## src/rtl/fifo_read_drainer_if.sv

```systemverilog
// Read-side bundle for the FIFO drainer.
// It groups the FIFO pop port (rdata/rempty/rinc) and the downstream
// valid/ready stream (m_data/m_valid/m_ready/m_last).
// The drainer uses the master modport. The FIFO and consumer side uses slave.
interface fifo_read_drainer_if #(
  parameter int DSIZE = 8
);
  logic [DSIZE-1:0] rdata;
  logic             rempty;
  logic             rinc;
  logic [DSIZE-1:0] m_data;
  logic             m_valid;
  logic             m_ready;
  logic             m_last;

  modport master (
    input  rdata,
    input  rempty,
    input  m_ready,
    output rinc,
    output m_data,
    output m_valid,
    output m_last
  );

  modport slave (
    output rdata,
    output rempty,
    output m_ready,
    input  rinc,
    input  m_data,
    input  m_valid,
    input  m_last
  );
endinterface

```

## src/rtl/fifo_read_drainer.sv

```systemverilog
// Read-side engine for the async FIFO, living entirely in the rclk domain.
// It pops show-ahead words while the FIFO is non-empty and the 2-entry
// output buffer has room, and presents them on a valid/ready stream.
// Every BURST-th popped word is tagged last.
// Enable is honoured only at burst boundaries, so a started burst always
// runs to completion.
module fifo_read_drainer #(
  parameter int DSIZE = 8,
  parameter int BURST = 4,
  parameter int CNTW  = 16
) (
  input  logic                 rclk,
  input  logic                 rrst,
  input  logic                 enable,
  fifo_read_drainer_if.master  bus,
  output logic [CNTW-1:0]      rd_count,
  output logic                 busy
);

  // The beat index needs at least one bit even when BURST is 1.
  localparam int             BW        = (BURST > 1) ? $clog2(BURST) : 1;
  localparam logic [BW-1:0]  BEAT_LAST = BW'(BURST - 1);

  typedef enum logic [1:0] {
    IDLE   = 2'd0,
    RUN    = 2'd1,
    FINISH = 2'd2
  } state_t;

  // One buffered word together with its end-of-burst tag.
  typedef struct packed {
    logic             last;
    logic [DSIZE-1:0] data;
  } entry_t;

  state_t          state_q, state_d;
  logic [1:0]      occ_q, occ_d;
  entry_t          head_q, head_d;
  entry_t          tail_q, tail_d;
  logic [BW-1:0]   beat_q, beat_d;
  logic [CNTW-1:0] cnt_q, cnt_d;

  logic            pop;
  logic            xfer;
  logic            beat_wrap;
  entry_t          in_word;

  // Pop and transfer qualifiers, built from registered occupancy only.
  // There is no same-cycle pass-through credit.
  // NOTE: every signal assigned in an always_comb gets a default first, so no path can infer a latch.
  always_comb begin
    pop          = 1'b0;
    xfer         = 1'b0;
    beat_wrap    = 1'b0;
    in_word      = '0;
    pop          = (state_q != IDLE) && !bus.rempty && (occ_q != 2'd2);
    xfer         = (occ_q != 2'd0) && bus.m_ready;
    beat_wrap    = (beat_q == BEAT_LAST);
    in_word.last = beat_wrap;
    in_word.data = bus.rdata;
  end

  // Beat index: advance on each pop, wrapping after the last word of a burst.
  always_comb begin
    beat_d = beat_q;
    if (pop) begin
      beat_d = beat_wrap ? '0 : beat_q + 1'b1;
    end
  end

  // Burst FSM.
  // Enable is only looked at when the beat index, including this cycle's pop, sits at 0.
  always_comb begin
    state_d = state_q;
    case (state_q)
      IDLE: begin
        if (enable && !bus.rempty) begin
          state_d = RUN;
        end
      end
      RUN: begin
        if (!enable) begin
          state_d = (beat_d == '0) ? IDLE : FINISH;
        end
      end
      FINISH: begin
        if (beat_d == '0) begin
          state_d = IDLE;
        end
      end
      default: state_d = IDLE;
    endcase
  end

  // Two-entry output buffer (head presented, tail behind it), order preserved.
  always_comb begin
    head_d = head_q;
    tail_d = tail_q;
    occ_d  = occ_q;
    case ({pop, xfer})
      2'b10: begin
        if (occ_q == 2'd0) begin
          head_d = in_word;
        end else begin
          tail_d = in_word;
        end
        occ_d = occ_q + 2'd1;
      end
      2'b01: begin
        head_d = tail_q;
        occ_d  = occ_q - 2'd1;
      end
      // Pop and transfer together can only happen at occupancy 1.
      // The new word replaces the departing head.
      2'b11: begin
        head_d = in_word;
      end
      default: ;
    endcase
  end

  // Popped-word counter, wrapping naturally modulo 2^CNTW.
  always_comb begin
    cnt_d = cnt_q + CNTW'(pop);
  end

  // State registers with asynchronous active-high reset.
  // NOTE: sequential state uses non-blocking assignments only, so every flop samples pre-edge values.
  // NOTE: the buffer entries are reset as well as the occupancy, so m_data and m_last read 0 out of reset.
  always_ff @(posedge rclk or posedge rrst) begin
    if (rrst) begin
      state_q <= IDLE;
      occ_q   <= 2'd0;
      head_q  <= '0;
      tail_q  <= '0;
      beat_q  <= '0;
      cnt_q   <= '0;
    end else begin
      state_q <= state_d;
      occ_q   <= occ_d;
      head_q  <= head_d;
      tail_q  <= tail_d;
      beat_q  <= beat_d;
      cnt_q   <= cnt_d;
    end
  end

  assign bus.rinc    = pop;
  assign bus.m_data  = head_q.data;
  assign bus.m_valid = (occ_q != 2'd0);
  assign bus.m_last  = (occ_q != 2'd0) && head_q.last;
  assign rd_count    = cnt_q;
  assign busy        = (state_q != IDLE) || (occ_q != 2'd0);

  // Pops must never hit an empty FIFO or a full buffer.
  a_pop_safe: assert property (@(posedge rclk) disable iff (rrst)
    bus.rinc |-> (!bus.rempty && (occ_q != 2'd2)));

endmodule

```

## src/flat_wrapper.sv

```systemverilog
// flat-port wrapper written by rule: the top's interface ports become plain ports
module fifo_read_drainer_flat 
#(
  parameter int DSIZE = 8,
  parameter int BURST = 4,
  parameter int CNTW  = 16
)
  (rclk, rrst, enable, rd_count, busy, bus_rdata, bus_rempty, bus_m_ready, bus_rinc, bus_m_data, bus_m_valid, bus_m_last);
  fifo_read_drainer_if #(.DSIZE(DSIZE)) bus_i ();
  input  logic rclk;
  input  logic rrst;
  input  logic enable;
  output logic [CNTW-1:0] rd_count;
  output logic busy;
  input wire logic [$bits(bus_i.rdata)-1:0] bus_rdata;
  input wire logic [$bits(bus_i.rempty)-1:0] bus_rempty;
  input wire logic [$bits(bus_i.m_ready)-1:0] bus_m_ready;
  output wire logic [$bits(bus_i.rinc)-1:0] bus_rinc;
  output wire logic [$bits(bus_i.m_data)-1:0] bus_m_data;
  output wire logic [$bits(bus_i.m_valid)-1:0] bus_m_valid;
  output wire logic [$bits(bus_i.m_last)-1:0] bus_m_last;
  assign bus_i.rdata = bus_rdata;
  assign bus_i.rempty = bus_rempty;
  assign bus_i.m_ready = bus_m_ready;
  assign bus_rinc = bus_i.rinc;
  assign bus_m_data = bus_i.m_data;
  assign bus_m_valid = bus_i.m_valid;
  assign bus_m_last = bus_i.m_last;
  fifo_read_drainer #(.DSIZE(DSIZE), .BURST(BURST), .CNTW(CNTW)) u_core (.rclk(rclk), .rrst(rrst), .enable(enable), .bus(bus_i), .rd_count(rd_count), .busy(busy));
endmodule
```

## config.mk

```make
export PLATFORM = sky130hd
export DESIGN_NAME = fifo_read_drainer_flat
export DESIGN_NICKNAME = d
export VERILOG_FILES = /design/src/rtl/fifo_read_drainer_if.sv /design/src/rtl/fifo_read_drainer.sv /design/src/flat_wrapper.sv
export SDC_FILE = /design/constraint.sdc
export NUM_CORES = 1
export LEC_CHECK = 0
export CAP_MARGIN = 30
export CORE_MARGIN = 2
export CORE_UTILIZATION = 30
export DETAILED_ROUTE_END_ITERATION = 10
export DONT_BUFFER_PORTS = 1
export MAX_ROUTING_LAYER = met4
export PLACE_DENSITY = 0.54
export SYNTH_ARGS = -nofsm -noshare
export SYNTH_HDL_FRONTEND = slang
export SYNTH_SLANG_ARGS = --single-unit
```

## constraint.sdc

```tcl
create_clock -name rclk -period 1.74 [get_ports rclk]
set_input_delay 0.087 -clock rclk [delete_from_list [all_inputs] [get_ports rclk]]
set_output_delay 0.087 -clock rclk [all_outputs]
set_load 0.02 [all_outputs]
```

# Word-level counts from Yosys, hierarchy flattened
# Index checks and enable logic that the tools add are counted.
# Widths: inputs -> output; s select.
dict set report word_totals {
  reg_bits 40
  in_bits 13
  out_inout_bits 28
  wordCells 51
}
dict set report op_classes {
  add_sub_neg 4
  eq_ne 11
  mux 10
  n_bitwise 1
  reduce_logical 17
}
# op count
set ops {}
lappend ops {{$pmux 9 s3} 1}
lappend ops {{$add 16x1->16} 1}
lappend ops {{$mux 2} 6}
lappend ops {{$mux 9} 1}
lappend ops {{$eq 2x2->1 const B} 4}
lappend ops {{$logic_not 2->1} 3}
lappend ops {{$ne 2x1->1 const B} 3}
lappend ops {{$pmux 2 s3} 1}
lappend ops {{$reduce_bool 2->1} 3}
lappend ops {{$logic_and 1x1->1} 5}
lappend ops {{$add 2x1->2 const B} 2}
lappend ops {{$eq 2x1->1 const B} 2}
lappend ops {{$ne 2x2->1 const B} 2}
lappend ops {{$pmux 2 s2} 1}
lappend ops {{$reduce_and 2->1} 2}
lappend ops {{$reduce_and 3->1} 1}
lappend ops {{$reduce_bool 3->1} 1}
lappend ops {{$sub 2x1->2 const B} 1}
lappend ops {{$logic_not 1->1} 1}
lappend ops {{$logic_or 1x1->1} 1}
lappend ops {{$not 1->1} 1}

# Depth between registers and ports, before layout
# Gate-level depths: netlist of the first run.
dict set report depth {
  depth_word 8
  ltp_mapped 9
  depth_no_buf 8
}

# Least setup slack after synthesis of the first run
# No wires, ideal clock.
dict set report synth_timing {
  path_kind {reg2reg}
  startpoint {reg u_core.state_q[0]}
  endpoint {reg u_core.cnt_q[12], in the netlist u_core.rd_count[12]}
  setup_ns 0.129
  arrival_ns 1.777
  required_time_ns 1.611
  path_slack_ns -0.166
  stages_incl_launch_ff 9
  n_path_buf 0
  period_less_slack_ns 1.906
  cell_sequence {dfrtp_1 > o21bai_4 > nor2_4 > and2_1 > ha_1 > and2_1 > and4_1 > nand4_1 > xnor2_1}
}
dict set report synth_via {
  elab_chain_len 4
}
# element line
set synth_lines {}
lappend synth_lines {{start: declaration} fifo_read_drainer.sv:36} ;# state_t state_q, state_d;
lappend synth_lines {{start signal: assignment} fifo_read_drainer.sv:139} ;# state_q <= state_d;
lappend synth_lines {{$reduce_bool 2->1} fifo_read_drainer.sv:56} ;# pop = (state_q != IDLE) && !bus.rempty && (occ_q != 2'd2);
lappend synth_lines {{$logic_and 1x1->1 (2 in series)} fifo_read_drainer.sv:56}
lappend synth_lines {{net bus_rinc} flat_wrapper.sv:18} ;# output wire logic [$bits(bus_i.rinc)-1:0] bus_rinc;
lappend synth_lines {{$add 16x1->16} fifo_read_drainer.sv:124} ;# cnt_d = cnt_q + CNTW'(pop);
lappend synth_lines {{net u_core.cnt_d[12]} fifo_read_drainer.sv:41} ;# logic [CNTW-1:0] cnt_q, cnt_d;
lappend synth_lines {{end signal: assignment} fifo_read_drainer.sv:144} ;# cnt_q <= cnt_d;
lappend synth_lines {{end: declaration} fifo_read_drainer.sv:41}
# The timed path passes the listed nets, and every way through them passes these cells.
# A chain may end at the register's enable or synchronous reset.

# Worst setup path after layout of the first run
dict set report layout_timing {
  startpoint {reg u_core.state_q[0]}
  endpoint {reg u_core.cnt_q[12], in the netlist u_core.rd_count[12]}
}
dict set report layout_via {
  elab_chain_len 4
}
# element line
set layout_lines {}
lappend layout_lines {{$reduce_bool 2->1} fifo_read_drainer.sv:56}
lappend layout_lines {{$logic_and 1x1->1 (2 in series)} fifo_read_drainer.sv:56}
lappend layout_lines {{$add 16x1->16} fifo_read_drainer.sv:124}
lappend layout_lines {{net u_core.cnt_d[12]} fifo_read_drainer.sv:41}
# The timed path passes the listed nets, and every way through them passes these cells.

==> impl_metrics.toml, run 1 <==
[sta]
drv_slew = 0
rsz0062_at_grt = "true"
worst_pin_slew_ns = 0.5039
clock_skew_ns = 0.004673
report.final.hold_viol_count = 0
setup_violating_endpoint_count_in_the_final_report = 0
fmaxAchievable_ghz = 0.5983
minimum_period_implied_by_the_final_worst_setup_slack_ns = 1.671
max-slew-margin-rel_pct = 66.41
period_share_pct = 96.05

[yosys]
synthCells = 148
yosysTopAreaCellShare_pct = 53.66
number_of_synthesized_register_bits = 40
synth_nets = 163
yosys.area.top_type = "dfrtp_1"
post_synth_edffs = 0
cell_types_occupying_the_most_area_after_synthesis = "dfrtp_1 (54%), xnor2_1 (5.6%), mux2_2 (5.4%), a221o_1 (4.8%), and3_1 (3.7%)"
yosys.cell_types.count = 40
ys_warn_count = 0
synth-seq-area-share_pct = 53.66
synth-async-reset-ratio_pct = 100.0
netlist_area_um2 = 1866
syn-mean-instance-area_um2 = 12.60
synth_ff_type = "dfrtp_1"

[cts]
cts_sinks = 40
cts_root_buffer = "clkbuf_8"
clkSlewWorstSetupHoldPaths_ns = 0.07
tritoncts.num_buffers = 5
tritoncts = "yes"
ctsLongestPathBuffers = 2
clock_latency_on_the_worst_skew_pair_ns = 0.29
htree_num_levels = 2

[detailed_routing]
drt-wirelength-per-cell_um = 16.15
routed_via_density = 5.035
drc = 0
drtAntennaViolNets = 0
count_of_vias_placed_by_the_detailed_router = 1284
number_of_drc_markers_after_the_initial_detailed_route_iteration = 38
drt-pass1-iter-count = 6
drt_wl_total_mm = 4.118

[setup_path]
critical_path.startpoint_type = "register"
worstRegToRegCells = 8
worst_setup_path_end_kind = "register"
cp_max_fo = 4
cp_data_required_time_ns = 1.91
timing_worst_setup_path_type = "reg2reg"
critPathArrivalTime_ns = 1.84

[grt]
grt_antenna_before_repair = 0
grt_max_degree = 41
grt.total_usage_pct = 13.03
grt_pass1_wl_mm = 7.017
globalRoute.totalOverflow = 0
grt_pass1_vias = 1405

[power_and_ir_drop]
worst_ir_drop_vdd_mv = 0.6112
p_int_mw = 2.110
power.sequential.fraction_pct = 46.2
static_leakage_power_nw = 1.037
switchingPower_mw = 1.255
power.combinational.fraction_pct = 36.7
sw_frac_of_total_pct = 37.29
total_power_mw = 3.365
clock_power_share_pct = 17.1
power-per-cell-area_nw_per_um2 = 1478

[place]
port_buf_inserts = 0
dpl_cell_area_um2 = 2028
hpwlAfterDp_mm = 2.804
finalWeightedCongestion = 0.7358

[cells_and_area]
antenna_cells_inserted = 0
fin_nets = 195
drive_gt1_share_pct = 31.67
final_design_area_no_fill_um2 = 2277
fill_count = 598
layout-area-overhead-vs-synth_pct = 22.07

[floorplanning]
dieHeight_um = 82.86
placementRows = 28
pin_count = 41
die_w_um = 82.86
start_util_pct = 31.32
design.core.area_um2 = 5956
die_area_um2 = 6865

[min_path]
hold-path-cell-count = 2
hold_path_class = "in2reg"

[run_status]
run_status = "finished clean"

[flow_run]
drv.max_cap_violation_count = 0
-- state kept, by name, indices dropped and copies added, names as in the netlist --
name	cells
u_core.tail_q	9
u_core.bus.m_data	8
u_core.state_q	2
u_core.occ_q	2
u_core.beat_q	2
u_core.rd_count	16
u_core.head_q	1
-- cells in the mapped netlist (2+ instances only) --
library cell and count:
o21ai_0 2, xor2_1 3, and3_1 11, buf_4 8, ha_1 2, dfrtp_1 40, and4_1 3, nand4_1 2
xnor2_1 12, nand3_1 7, and2_1 2, nor3b_1 2, mux2_2 9, nor2_2 2, nor2_1 4, inv_1 2
a221o_1 9, nand2_1 5, mux2_1 2
-- final timing paths --
kind / startpoint / end / slack, ns
min: bus_m_ready / u_core.occ_q[0] / 0.01
max: u_core.state_q[0] / u_core.rd_count[12] / 0.07
max reg2reg: u_core.state_q[0] / u_core.rd_count[12] / 0.07
min in group asynchronous: rrst / u_core.rd_count[5] / 0.35
max in group asynchronous: rrst / u_core.tail_q[8] / 1.03
min reg2reg: u_core.tail_q[3] / u_core.tail_q[3] / 0.51
-- critical path, stage by stage, from the launching register on --
cell and delay (ns):
dfrtp_1 0.40, o21bai_4 0.10, nor2_4 0.11, and2_4 0.14, ha_2 0.17, and2_4 0.16, and4_4 0.24, nand4_1 0.11
xnor2_1 0.14
-- power groups by stage --
stage	logic (mW)	registers (mW)	clock network, mW
after global routing	1.36	1.60	0.656
after detailed placement	1.15	1.57	0
after global placement	1.10	1.55	0
after CTS	1.21	1.56	0.603
after floorplan	0.946	1.50	0
final	1.24	1.55	0.575
-- routing by layer --
| layer | track usage (%) | vias up | wire (um) |
|---|---|---|---|
| li1 | - | 589 | - |
| met1 | 14.89 | 644 | 1670 |
| met2 | 21.41 | 42 | 2087 |
| met4 | 3.726 | 0 | 52 |
| met5 | - | - | 0 |
| met3 | 4.970 | 9 | 307 |
-- layout by cell type, fill, tap and decap left out, drive strengths merged, types with 2 or more instances in the layout --
cell / synthesis / final
clkbuf: 0 / 6
a221o: 9 / 9
inv: 2 / 2
xnor2: 12 / 12
nand2: 6 / 6
o21ai: 3 / 3
nand4: 3 / 3
nor3: 2 / 2
nand3: 7 / 7
nor2: 7 / 7
and2: 2 / 2
and4: 3 / 3
dlygate4sd3: 0 / 12
a21oi: 2 / 2
nor2b: 2 / 2
dfrtp: 40 / 40
buf: 10 / 23
xor2: 3 / 3
nor3b: 3 / 3
and3: 11 / 11
mux2: 11 / 11
ha: 2 / 2
-- logic make-up after synthesis --
logic type | Yosys count | synth area share (%)
mux | 12 | 7.176
xor+xnor | 15 | 7.042
fa+ha+maj | 2 | 1.341
buf+inv | 12 | 4.494
flops | 40 | 53.66
compound gates | 18 | 8.921
simple gates | 49 | 17.37
-- per-stage QoR --
stage / setup slack, ns / cells / util (%) / hold WS (ns) / TNS (ns)
4_1_cts: 0.01050 / 251 / 37.50 / 0.003009 / 0
2_1_floorplan: -0.1386 / 148 / - / 0.1947 / -0.3390
3_3_place_gp: 0.07399 / 232 / 34.05 / 0.1192 / 0
3_5_place_dp: 0.01971 / 232 / 34.05 / 0.1406 / 0
6_report: 0.06872 / 255 / 38.24 / 0.01352 / 0
5_1_grt: -0.02163 / 255 / 38.24 / 0.02164 / -0.02905
-- final cells by class --
cell class	count	area [um2]	area share, %
sequential	40	1001	43.96
inverter	2	7.507	0.3297
tap	75	93.84	4.121
timing repair buffer	35	292.8	12.86
clock inverter	1	5.005	0.2198
clock buffer	6	72.57	3.187
multi-input combinational	96	804.5	35.33
-- what timing repair did --
action / CTS / global route
setup buffers: 0 / 4
pin swaps: 0 / 3
endpoints found under the hold margin: 59 / 0
gates resized for setup: 2 / 4
endpoints found under the setup margin: 2 / 4
hold buffers: 12 / 0
Power figures use the tool's default switching activity.
==> inputs of run 2 (changes only) <==
--- a/config.mk
+++ b/config.mk
@@ -10,7 +10,6 @@
 export CORE_UTILIZATION = 30
 export DETAILED_ROUTE_END_ITERATION = 10
 export DONT_BUFFER_PORTS = 1
-export MAX_ROUTING_LAYER = met4
 export PLACE_DENSITY = 0.54
 export SYNTH_ARGS = -nofsm -noshare
 export SYNTH_HDL_FRONTEND = slang
==> impl_metrics.toml, run 2 (same netlist as run 1, synthesis figures left out) <==
[run_status]
run_status = "finished clean"

[setup_path]
r2r_slack_ns = 0.07
critical_path.startpoint_type = "register"
cp-startpoint = "u_core.state_q[0]"
critical_path.reg2reg.endpoint = "u_core.rd_count[12]"
critPathArrivalTime_ns = 1.84
timing_worst_setup_path_type = "reg2reg"
crit_path_end = "u_core.rd_count[12]"
worst_setup_path_end_kind = "register"
worst_r2r_startpoint = "u_core.state_q[0]"
worstRegToRegCells = 8
cp_data_required_time_ns = 1.91
cp_max_fo = 4

[floorplanning]
die_area_um2 = 6865
design.core.area_um2 = 5956
dieHeight_um = 82.86
die_w_um = 82.86
start_util_pct = 31.32
placementRows = 28
pin_count = 41

[place]
hpwlAfterDp_mm = 2.804
dp_cells = 232
finalWeightedCongestion = 0.7271
port_buf_inserts = 0

[grt]
grt_antenna_before_repair = 0
grt_max_degree = 41
grt_pass1_vias = 1403
grt_pass1_wl_mm = 7.010
globalRoute.totalOverflow = 0
grt.total_usage_pct = 12.63

[sta]
clock_skew_ns = 0.004334
minimum_period_implied_by_the_final_worst_setup_slack_ns = 1.672
setup_violating_endpoint_count_in_the_final_report = 0
max-slew-margin-rel_pct = 66.19
fin_worst_hold_slack_ns = 0.01434
period_share_pct = 96.07
worst_pin_slew_ns = 0.5071
fmaxAchievable_ghz = 0.5982
drv_slew = 0
rsz0062_at_grt = "true"
report.final.hold_viol_count = 0

[detailed_routing]
drt-wirelength-per-cell_um = 16.16
drt_wl_total_mm = 4.121
routed_via_density = 5.075
drtAntennaViolNets = 0
count_of_vias_placed_by_the_detailed_router = 1294
drc = 0
number_of_drc_markers_after_the_initial_detailed_route_iteration = 16
drt-pass1-iter-count = 6

[cells_and_area]
layout-area-overhead-vs-synth_pct = 22.07
mostFrequentLayoutCells = "dfrtp_1 (40), buf_4 (23), xnor2_1 (12), dlygate4sd3_1 (12), and3_1 (11)"
fill_count = 598
commonest_non_fill_non_tap_cell_in_the_layout = "dfrtp_1"
fin_nets = 195
drive_gt1_share_pct = 31.67
instances_no_fill = 255
largest_register_ff_count = 16
antenna_cells_inserted = 0

[cts]
cts_root_buffer = "clkbuf_8"
cts_sinks = 40
ctsLongestPathBuffers = 2
htree_num_levels = 2
clkSlewWorstSetupHoldPaths_ns = 0.07
tritoncts.num_buffers = 5
clock_latency_on_the_worst_skew_pair_ns = 0.28
tritoncts = "yes"

[min_path]
hold_path_class = "in2reg"
worst_hold_launch = "bus_m_ready"

[power_and_ir_drop]
power-per-cell-area_nw_per_um2 = 1477
worst_ir_drop_vdd_mv = 0.6109
static_leakage_power_nw = 1.037

[flow_run]
drv.max_cap_violation_count = 0
## run 2: cell counts in the layout (fill, tap and decap cells not counted)
Identical to the previous run, type by type.
## run 2: worst min-delay path by stage
stage | to | slack, ns | cells past startpoint
floorplan | u_core.occ_q[1] | 0.19 | 1
global placement | u_core.rd_count[3] | 0.12 | 2
detailed placement | u_core.rd_count[5] | 0.14 | 2
CTS | u_core.occ_q[0] | 0.003 | 2
global route | u_core.occ_q[0] | 0.02 | 2
finish | u_core.occ_q[0] | 0.01 | 2
## run 2: cell type report
class                   instances  area (um2)  area share (%)
clock buffers                   6       72.57           3.187
clock inverters                 1       5.005          0.2198
inverters                       2       7.507          0.3297
multi-input cells              96       804.5           35.33
flip-flops and latches         40        1001           43.96
well taps                      75       93.84           4.121
repair buffers                 35       292.8           12.86
## run 2: layer usage
metal	global-route usage [%]	part of all wire (%)
met2	21.48	51
met4	3.726	1.3
met1	14.64	41
met3	5.070	7.3
met5	0	0
## run 2: critical path, cell delays in order, from the launching register on
cell and delay (ns):
dfrtp_1 0.40, o21bai_4 0.10, nor2_4 0.11, and2_4 0.14
ha_2 0.17, and2_4 0.16, and4_4 0.24, nand4_1 0.11
xnor2_1 0.14
## run 2: metrics by stage
stage / power, mW / cell area, um2 / TNS [ns] / util, % / worst slack [ns]
4_1_cts: 3.365 / 2233 / 0 / 37.50 / 0.01050
6_report: 3.363 / 2277 / 0 / 38.24 / 0.06836
3_3_place_gp: 2.654 / 2028 / 0 / 34.05 / 0.07399
2_1_floorplan: 2.446 / 1871 / -0.3390 / - / -0.1386
3_5_place_dp: 2.727 / 2028 / 0 / 34.05 / 0.01971
5_1_grt: 3.612 / 2277 / -0.02905 / 38.24 / -0.02163
## run 2: power by group
part | internal [mW] | total, mW | switching [mW]
combinational | 0.602 | 1.24 | 0.633
sequential | 1.24 | 1.56 | 0.319
clock | 0.273 | 0.573 | 0.300
total | 2.11 | 3.36 | 1.25
## run 2: repair_timing
item | 4_1_cts | 5_1_grt
resized for setup | 2 | 4
hold buffers | 12 | 0
setup endpoints to repair | 2 | 4
buffers inserted | 0 | 4
endpoints found under the hold margin | 59 | 0
pin swaps | 0 | 3
